$ cat src/rtl/alu_cmd_sequencer_if.sv
// Command/issue bundle between a command source, the sequencer and the 8-bit ALU datapath.
// The master drives commands and ALU status; the slave (sequencer) drives ALU controls.
interface alu_cmd_sequencer_if #(
    parameter int WIDTH = 8
);
    logic             cmd_valid;
    logic             cmd_ready;
    logic [2:0]       cmd_op;
    logic             cmd_load;
    logic [WIDTH-1:0] cmd_a;
    logic [WIDTH-1:0] cmd_b;
    logic             alu_error;
    logic             err_clear;
    logic [WIDTH-1:0] num1;
    logic [WIDTH-1:0] num2;
    logic [2:0]       in_selector;
    logic [6:0]       out_selector;
    logic             issue_valid;
    logic             busy;
    logic             err_sticky;
    logic [7:0]       err_count;

    modport master (
        output cmd_valid, cmd_op, cmd_load, cmd_a, cmd_b, alu_error, err_clear,
        input  cmd_ready, num1, num2, in_selector, out_selector,
        input  issue_valid, busy, err_sticky, err_count
    );

    modport slave (
        input  cmd_valid, cmd_op, cmd_load, cmd_a, cmd_b, alu_error, err_clear,
        output cmd_ready, num1, num2, in_selector, out_selector,
        output issue_valid, busy, err_sticky, err_count
    );
endinterface

$ cat src/rtl/alu_cmd_sequencer.sv
// Buffers ALU commands in a FIFO and issues them one at a time (ISSUE/CHECK pairs),
// halting on ALU overflow until software clears the error and flushes the queue.
module alu_cmd_sequencer #(
    parameter int WIDTH = 8,
    parameter int DEPTH = 4
) (
    input  logic                clk,
    input  logic                rst,
    alu_cmd_sequencer_if.slave  bus
);
    localparam int PTR_W = (DEPTH > 1) ? $clog2(DEPTH) : 1;
    localparam int CNT_W = $clog2(DEPTH + 1);
    localparam logic [CNT_W-1:0] DEPTH_C   = CNT_W'(DEPTH);
    localparam logic [2:0]       OP_CLEAR  = 3'd7;
    localparam logic [2:0]       IN_RESET  = 3'b001;
    localparam logic [2:0]       IN_LOAD   = 3'b010;
    localparam logic [2:0]       IN_PERSIST = 3'b100;

    typedef enum logic [1:0] {IDLE, ISSUE, CHECK, HALT} state_t;

    typedef struct packed {
        logic [2:0]       op;
        logic             load;
        logic [WIDTH-1:0] a;
        logic [WIDTH-1:0] b;
    } cmd_t;

    state_t           state_q, state_d;
    cmd_t             fifo_q [DEPTH];
    cmd_t             cmd_in;
    cmd_t             head;
    logic [PTR_W-1:0] wr_ptr_q, wr_ptr_d;
    logic [PTR_W-1:0] rd_ptr_q, rd_ptr_d;
    logic [CNT_W-1:0] count_q, count_d;
    logic [2:0]       op_q, op_d;
    logic [WIDTH-1:0] num1_q, num1_d;
    logic [WIDTH-1:0] num2_q, num2_d;
    logic [2:0]       in_sel_q, in_sel_d;
    logic [6:0]       out_sel_q, out_sel_d;
    logic             issue_q, issue_d;
    logic             err_sticky_q, err_sticky_d;
    logic [7:0]       err_count_q, err_count_d;
    logic             push, pop, flush;
    logic             fifo_empty, fifo_full;

    function automatic logic [6:0] out_onehot(input logic [2:0] op);
        out_onehot = (op == OP_CLEAR) ? 7'd0 : (7'b1000000 >> op);
    endfunction

    function automatic logic [7:0] sat_inc(input logic [7:0] v);
        sat_inc = (v == 8'hFF) ? v : v + 8'd1;
    endfunction

    assign cmd_in     = {bus.cmd_op, bus.cmd_load, bus.cmd_a, bus.cmd_b};
    assign head       = fifo_q[rd_ptr_q];
    assign fifo_empty = (count_q == '0);
    assign fifo_full  = (count_q == DEPTH_C);
    assign push       = bus.cmd_valid && bus.cmd_ready;

    assign bus.cmd_ready    = !fifo_full && (state_q != HALT);
    assign bus.busy         = (state_q != IDLE) || !fifo_empty;
    assign bus.num1         = num1_q;
    assign bus.num2         = num2_q;
    assign bus.in_selector  = in_sel_q;
    assign bus.out_selector = out_sel_q;
    assign bus.issue_valid  = issue_q;
    assign bus.err_sticky   = err_sticky_q;
    assign bus.err_count    = err_count_q;

    always_comb begin
        state_d     = state_q;
        pop         = 1'b0;
        flush       = 1'b0;
        op_d        = op_q;
        num1_d      = '0;
        num2_d      = '0;
        in_sel_d    = IN_PERSIST;
        out_sel_d   = '0;
        issue_d     = 1'b0;
        err_count_d = err_count_q;

        case (state_q)
            IDLE: begin
                if (!fifo_empty) begin
                    pop     = 1'b1;
                    state_d = ISSUE;
                end
            end
            ISSUE: state_d = CHECK;
            CHECK: begin
                // A CLEAR resets the accumulator, so any overflow flag seen after it is stale.
                if (bus.alu_error && (op_q != OP_CLEAR)) begin
                    state_d     = HALT;
                    err_count_d = sat_inc(err_count_q);
                end else if (!fifo_empty) begin
                    pop     = 1'b1;
                    state_d = ISSUE;
                end else begin
                    state_d = IDLE;
                end
            end
            HALT: begin
                if (bus.err_clear) begin
                    flush   = 1'b1;
                    state_d = IDLE;
                end
            end
            default: state_d = IDLE;
        endcase

        if (pop) begin
            op_d    = head.op;
            issue_d = 1'b1;
            if (head.op == OP_CLEAR) begin
                in_sel_d = IN_RESET;
            end else begin
                num1_d    = head.a;
                num2_d    = head.b;
                out_sel_d = out_onehot(head.op);
                in_sel_d  = head.load ? IN_LOAD : IN_PERSIST;
            end
        end

        err_sticky_d = (state_d == HALT);
    end

    always_comb begin
        wr_ptr_d = wr_ptr_q;
        rd_ptr_d = rd_ptr_q;
        count_d  = count_q;
        if (flush) begin
            wr_ptr_d = '0;
            rd_ptr_d = '0;
            count_d  = '0;
        end else begin
            if (push) wr_ptr_d = wr_ptr_q + 1'b1;
            if (pop)  rd_ptr_d = rd_ptr_q + 1'b1;
            case ({push, pop})
                2'b10:   count_d = count_q + 1'b1;
                2'b01:   count_d = count_q - 1'b1;
                default: count_d = count_q;
            endcase
        end
    end

    always_ff @(posedge clk) begin
        if (rst) begin
            state_q      <= IDLE;
            wr_ptr_q     <= '0;
            rd_ptr_q     <= '0;
            count_q      <= '0;
            op_q         <= '0;
            num1_q       <= '0;
            num2_q       <= '0;
            in_sel_q     <= IN_RESET;
            out_sel_q    <= '0;
            issue_q      <= 1'b0;
            err_sticky_q <= 1'b0;
            err_count_q  <= '0;
        end else begin
            state_q      <= state_d;
            wr_ptr_q     <= wr_ptr_d;
            rd_ptr_q     <= rd_ptr_d;
            count_q      <= count_d;
            op_q         <= op_d;
            num1_q       <= num1_d;
            num2_q       <= num2_d;
            in_sel_q     <= in_sel_d;
            out_sel_q    <= out_sel_d;
            issue_q      <= issue_d;
            err_sticky_q <= err_sticky_d;
            err_count_q  <= err_count_d;
        end
    end

    // Queue storage carries no reset; occupancy is tracked by the pointers and count.
    always_ff @(posedge clk) begin
        if (push) fifo_q[wr_ptr_q] <= cmd_in;
    end
endmodule

$ cat src/flat_wrapper.sv
// flat-port wrapper written by rule: the top's interface ports become plain ports
module alu_cmd_sequencer_flat 
#(
    parameter int WIDTH = 8,
    parameter int DEPTH = 4
)
  (clk, rst, bus_cmd_valid, bus_cmd_op, bus_cmd_load, bus_cmd_a, bus_cmd_b, bus_alu_error, bus_err_clear, bus_cmd_ready, bus_num1, bus_num2, bus_in_selector, bus_out_selector, bus_issue_valid, bus_busy, bus_err_sticky, bus_err_count);
  alu_cmd_sequencer_if #(.WIDTH(WIDTH)) bus_i ();
  input  logic clk;
  input  logic rst;
  input wire logic [$bits(bus_i.cmd_valid)-1:0] bus_cmd_valid;
  input wire logic [$bits(bus_i.cmd_op)-1:0] bus_cmd_op;
  input wire logic [$bits(bus_i.cmd_load)-1:0] bus_cmd_load;
  input wire logic [$bits(bus_i.cmd_a)-1:0] bus_cmd_a;
  input wire logic [$bits(bus_i.cmd_b)-1:0] bus_cmd_b;
  input wire logic [$bits(bus_i.alu_error)-1:0] bus_alu_error;
  input wire logic [$bits(bus_i.err_clear)-1:0] bus_err_clear;
  output wire logic [$bits(bus_i.cmd_ready)-1:0] bus_cmd_ready;
  output wire logic [$bits(bus_i.num1)-1:0] bus_num1;
  output wire logic [$bits(bus_i.num2)-1:0] bus_num2;
  output wire logic [$bits(bus_i.in_selector)-1:0] bus_in_selector;
  output wire logic [$bits(bus_i.out_selector)-1:0] bus_out_selector;
  output wire logic [$bits(bus_i.issue_valid)-1:0] bus_issue_valid;
  output wire logic [$bits(bus_i.busy)-1:0] bus_busy;
  output wire logic [$bits(bus_i.err_sticky)-1:0] bus_err_sticky;
  output wire logic [$bits(bus_i.err_count)-1:0] bus_err_count;
  assign bus_i.cmd_valid = bus_cmd_valid;
  assign bus_i.cmd_op = bus_cmd_op;
  assign bus_i.cmd_load = bus_cmd_load;
  assign bus_i.cmd_a = bus_cmd_a;
  assign bus_i.cmd_b = bus_cmd_b;
  assign bus_i.alu_error = bus_alu_error;
  assign bus_i.err_clear = bus_err_clear;
  assign bus_cmd_ready = bus_i.cmd_ready;
  assign bus_num1 = bus_i.num1;
  assign bus_num2 = bus_i.num2;
  assign bus_in_selector = bus_i.in_selector;
  assign bus_out_selector = bus_i.out_selector;
  assign bus_issue_valid = bus_i.issue_valid;
  assign bus_busy = bus_i.busy;
  assign bus_err_sticky = bus_i.err_sticky;
  assign bus_err_count = bus_i.err_count;
  alu_cmd_sequencer #(.WIDTH(WIDTH), .DEPTH(DEPTH)) u_core (.clk(clk), .rst(rst), .bus(bus_i));
endmodule
$ cat config.mk
export PLATFORM = sky130hd
export DESIGN_NAME = alu_cmd_sequencer_flat
export DESIGN_NICKNAME = d
export VERILOG_FILES = /design/src/rtl/alu_cmd_sequencer_if.sv /design/src/rtl/alu_cmd_sequencer.sv /design/src/flat_wrapper.sv
export SDC_FILE = /design/constraint.sdc
export NUM_CORES = 1
export LEC_CHECK = 0
export BUFFER_PORTS_ARGS = -buffer_cell sky130_fd_sc_hd__buf_2
export CORE_ASPECT_RATIO = 2
export CORE_MARGIN = 5
export CORE_UTILIZATION = 61
export DETAILED_ROUTE_END_ITERATION = 7
export PLACE_DENSITY = 0.86
export SKIP_CTS_REPAIR_TIMING = 1
export SLEW_MARGIN = 20
export SYNTH_ARGS = -nofsm -noshare
export SYNTH_HDL_FRONTEND = slang
export SYNTH_SLANG_ARGS = --single-unit
$ cat constraint.sdc
create_clock -name clk -period 5.2 [get_ports clk]
set_input_delay 0.52 -clock clk [delete_from_list [all_inputs] [get_ports clk]]
set_output_delay 0.52 -clock clk [all_outputs]
set_load 0.03 [all_outputs]
==> flow_metrics.env <==
export IMPL_place_area_sq_um=5270
export IMPL_finalWorstSetupSlack_ns=2.49
export IMPL_grt_pass1_vias=2782
export IMPL_slew_headroom=0.253
export IMPL_die_width_microns=73.3
export IMPL_start_util=0.620
export IMPL_async_flop_share=0
export IMPL_maxCapViolations=0
export IMPL_crit_type="flop to flop"
export IMPL_ys_types=52
export IMPL_syn_cell_area_sq_um=4890
export IMPL_numCtsBuffers=17
export IMPL_power_density_nw_per_um2=565
export IMPL_worstSetupEndpointType="flop"
export IMPL_yosys_warnings=0
export IMPL_antenna_found_initial=0
export IMPL_cts_sinks=130
export IMPL_syn_nets=323
export IMPL_layout_drive_gt1_share=0.332
export IMPL_die_h_microns=137
export IMPL_clk_latency_ns=0.41
export IMPL_start_kind="flop"
export IMPL_postLayoutCellArea_sq_um=5900
export IMPL_boundaryPins=63
export IMPL_firstDrtPassIters=4
export IMPL_ant_nets=0
export IMPL_clock_fmax_mhz=369
export IMPL_core_rowCount=46
export IMPL_critPathMaxFanout=20
export IMPL_outcome="finished clean"
export IMPL_critPathArrivalTime_ns=2.73
export IMPL_p_leak_nw=2.26
export IMPL_peakVddDrop_uv=382
export IMPL_gp_congestion=0.814
export IMPL_grt_usage=0.199
export IMPL_syn_instance_count=291
export IMPL_grt_max_degree=21
export IMPL_wl_per_cell_microns=18.7
export IMPL_core_sq_um=7890
export IMPL_io_buffers=62
export IMPL_rrSetupSlack_ns=2.49
export IMPL_power_mw=3.33
export IMPL_gr_total_overflow=0
export IMPL_die_area_sq_um=10000
export IMPL_syn_area_per_cell_sq_um=16.8
export IMPL_grt_pass1_wl_mm=14.0
export IMPL_drt_initial_drc_count=97
export IMPL_vias=2674
export IMPL_wl_mm=8.87
export IMPL_setup_violations=0
export IMPL_place_worst_setup_slack_ns=2.51
export IMPL_layout_nets=398
export IMPL_hold_class="input port to flop"
export IMPL_post_route_period_util=0.521
export IMPL_cts_tree="built"
export IMPL_syn2layout_area_growth_pct=20.7
export IMPL_final_max_slew_viol_count=0
export IMPL_num_antenna_cells=0
export IMPL_clkTransAtPathRegs_ns=0.06
export IMPL_drcViolationCount=0
export IMPL_ys_seq_area_frac=0.697
export IMPL_cts_max_level=4
export IMPL_cts_root_buffer_cell="clkbuf_16"
export IMPL_synth_seq_cells=130
export IMPL_synth_common_cells="edfxtp_1, dfxtp_1, nor2_1, mux4_2, inv_1"
export IMPL_ys_flop_type="edfxtp_1"
export IMPL_synth_top_area_frac=0.492
export IMPL_yosysMostFrequentCell="edfxtp_1"
export IMPL_critPathRequiredTime_ns=5.22
export IMPL_synth_edf_count=80
export IMPL_dp_hpwl_mm=5.47
export IMPL_synthTopCellsByArea="edfxtp_1, dfxtp_1, mux4_2, mux4_1, nor2b_4"
export IMPL_cts_max_path_buffers=2
export IMPL_fillers=465
export IMPL_setup_tns_final_ns=0
export IMPL_rsz0062_at_grt="no"
export IMPL_fin_skew_ns=0.00837
export IMPL_finalCriticalPeriod_ns=2.71
export IMPL_timing_final_hold_violations=0
export IMPL_via_per_inst=5.63
export IMPL_synth_top_cell_by_area="edfxtp_1"
export IMPL_tightestPinTransition_ns=1.12
[metal layers]
| layer | share of wire | routed length, microns | track usage |
|---|---|---|---|
| met1 | 0.34 | 3010 | 0.196 |
| met2 | 0.57 | 5100 | 0.357 |
| met3 | 0.049 | 431 | 0.0603 |
| met4 | 0.037 | 332 | 0.111 |
| met5 | 0 | 0 | 0 |
[flip-flops by register name (all words and copies together), names as in the netlist, named ones only]
register and flops:
u_core.bus.out_selector 7, u_core.op_q 3, u_core.bus.num1 8, u_core.fifo_q 80
u_core.bus.in_selector 3, u_core.wr_ptr_q 2, u_core.bus.err_sticky 1, u_core.bus.issue_valid 1
u_core.bus.num2 8, u_core.state_q 2, u_core.rd_ptr_q 2, u_core.bus.err_count 8
u_core.count_q 3
[worst max-delay path, stage by stage, from the launching register on]
cell      delay (ns)
dfxtp_1         0.39
and2_1          0.20
a211oi_1        0.74
and2_1          0.98
[area by class of cell]
class | count | area [sq um] | share of cell area
clock buffer | 20 | 447 | 0.0757
timing repair buffer | 63 | 318 | 0.0539
tap | 96 | 120 | 0.0204
inverter | 12 | 45.0 | 0.00764
clock inverter | 12 | 179 | 0.0303
multi-input combinational | 142 | 1390 | 0.235
sequential | 130 | 3400 | 0.577
[report_power, final]
part           switching (mW)  total (mW)  internal, mW
logic                   0.448       0.749         0.301
registers              0.0790        1.35          1.27
clock network           0.414        1.23         0.817
[cell usage in the layout, fill, tap and decap left out, types with 2 or more instances in the layout]
cell,n
xnor2_1,2
mux4_2,13
xor2_1,2
or4_1,2
clkinv_2,3
o41ai_1,3
ha_1,6
inv_1,11
nor2b_4,10
clkinv_4,3
a211oi_1,3
o311ai_0,2
dfxtp_1,50
nor2_1,18
inv_6,2
and2_1,5
bufinv_16,4
and3_1,2
mux4_1,7
nor3_1,6
mux2i_1,4
clkbuf_1,2
clkbuf_16,17
and2b_1,6
buf_2,62
o21ai_0,3
nor2b_1,2
edfxtp_1,80
nand3_1,3
nand2_1,9
o21a_1,2
a21oi_1,8
or3_1,3
[cells by family after synthesis]
family | after synthesis | share of synthesized area
fa+ha+maj | 7 | 0.0195
compound gates | 28 | 0.0425
flops | 130 | 0.697
simple gates | 78 | 0.106
xor+xnor | 4 | 0.00717
mux | 25 | 0.108
buf+inv | 19 | 0.0200
[stage by stage]
stage | std cells | hold WS, ns | util
floorplan | 291 | 0.480 | -
finish | 475 | 0.330 | 0.748
global placement | 443 | 0.499 | 0.669
global route | 475 | 0.306 | 0.748
detailed placement | 443 | 0.507 | 0.669
CTS | 475 | 0.309 | 0.748
[path summary, 6_finish.rpt]
check	start	endpoint	cells after the start
max reg2reg	u_core.state_q[0]$_SDFF_PP0_	u_core.fifo_q[3][13]$_DFFE_PP_	3
min	bus_cmd_b[6]	u_core.fifo_q[2][6]$_DFFE_PP_	1
max	u_core.state_q[0]$_SDFF_PP0_	u_core.fifo_q[3][13]$_DFFE_PP_	3
min reg2reg	u_core.bus.err_count[6]$_SDFFE_PP0P_	u_core.bus.err_count[6]$_SDFFE_PP0P_	2
No activity file was read; power rests on OpenSTA's default activity.
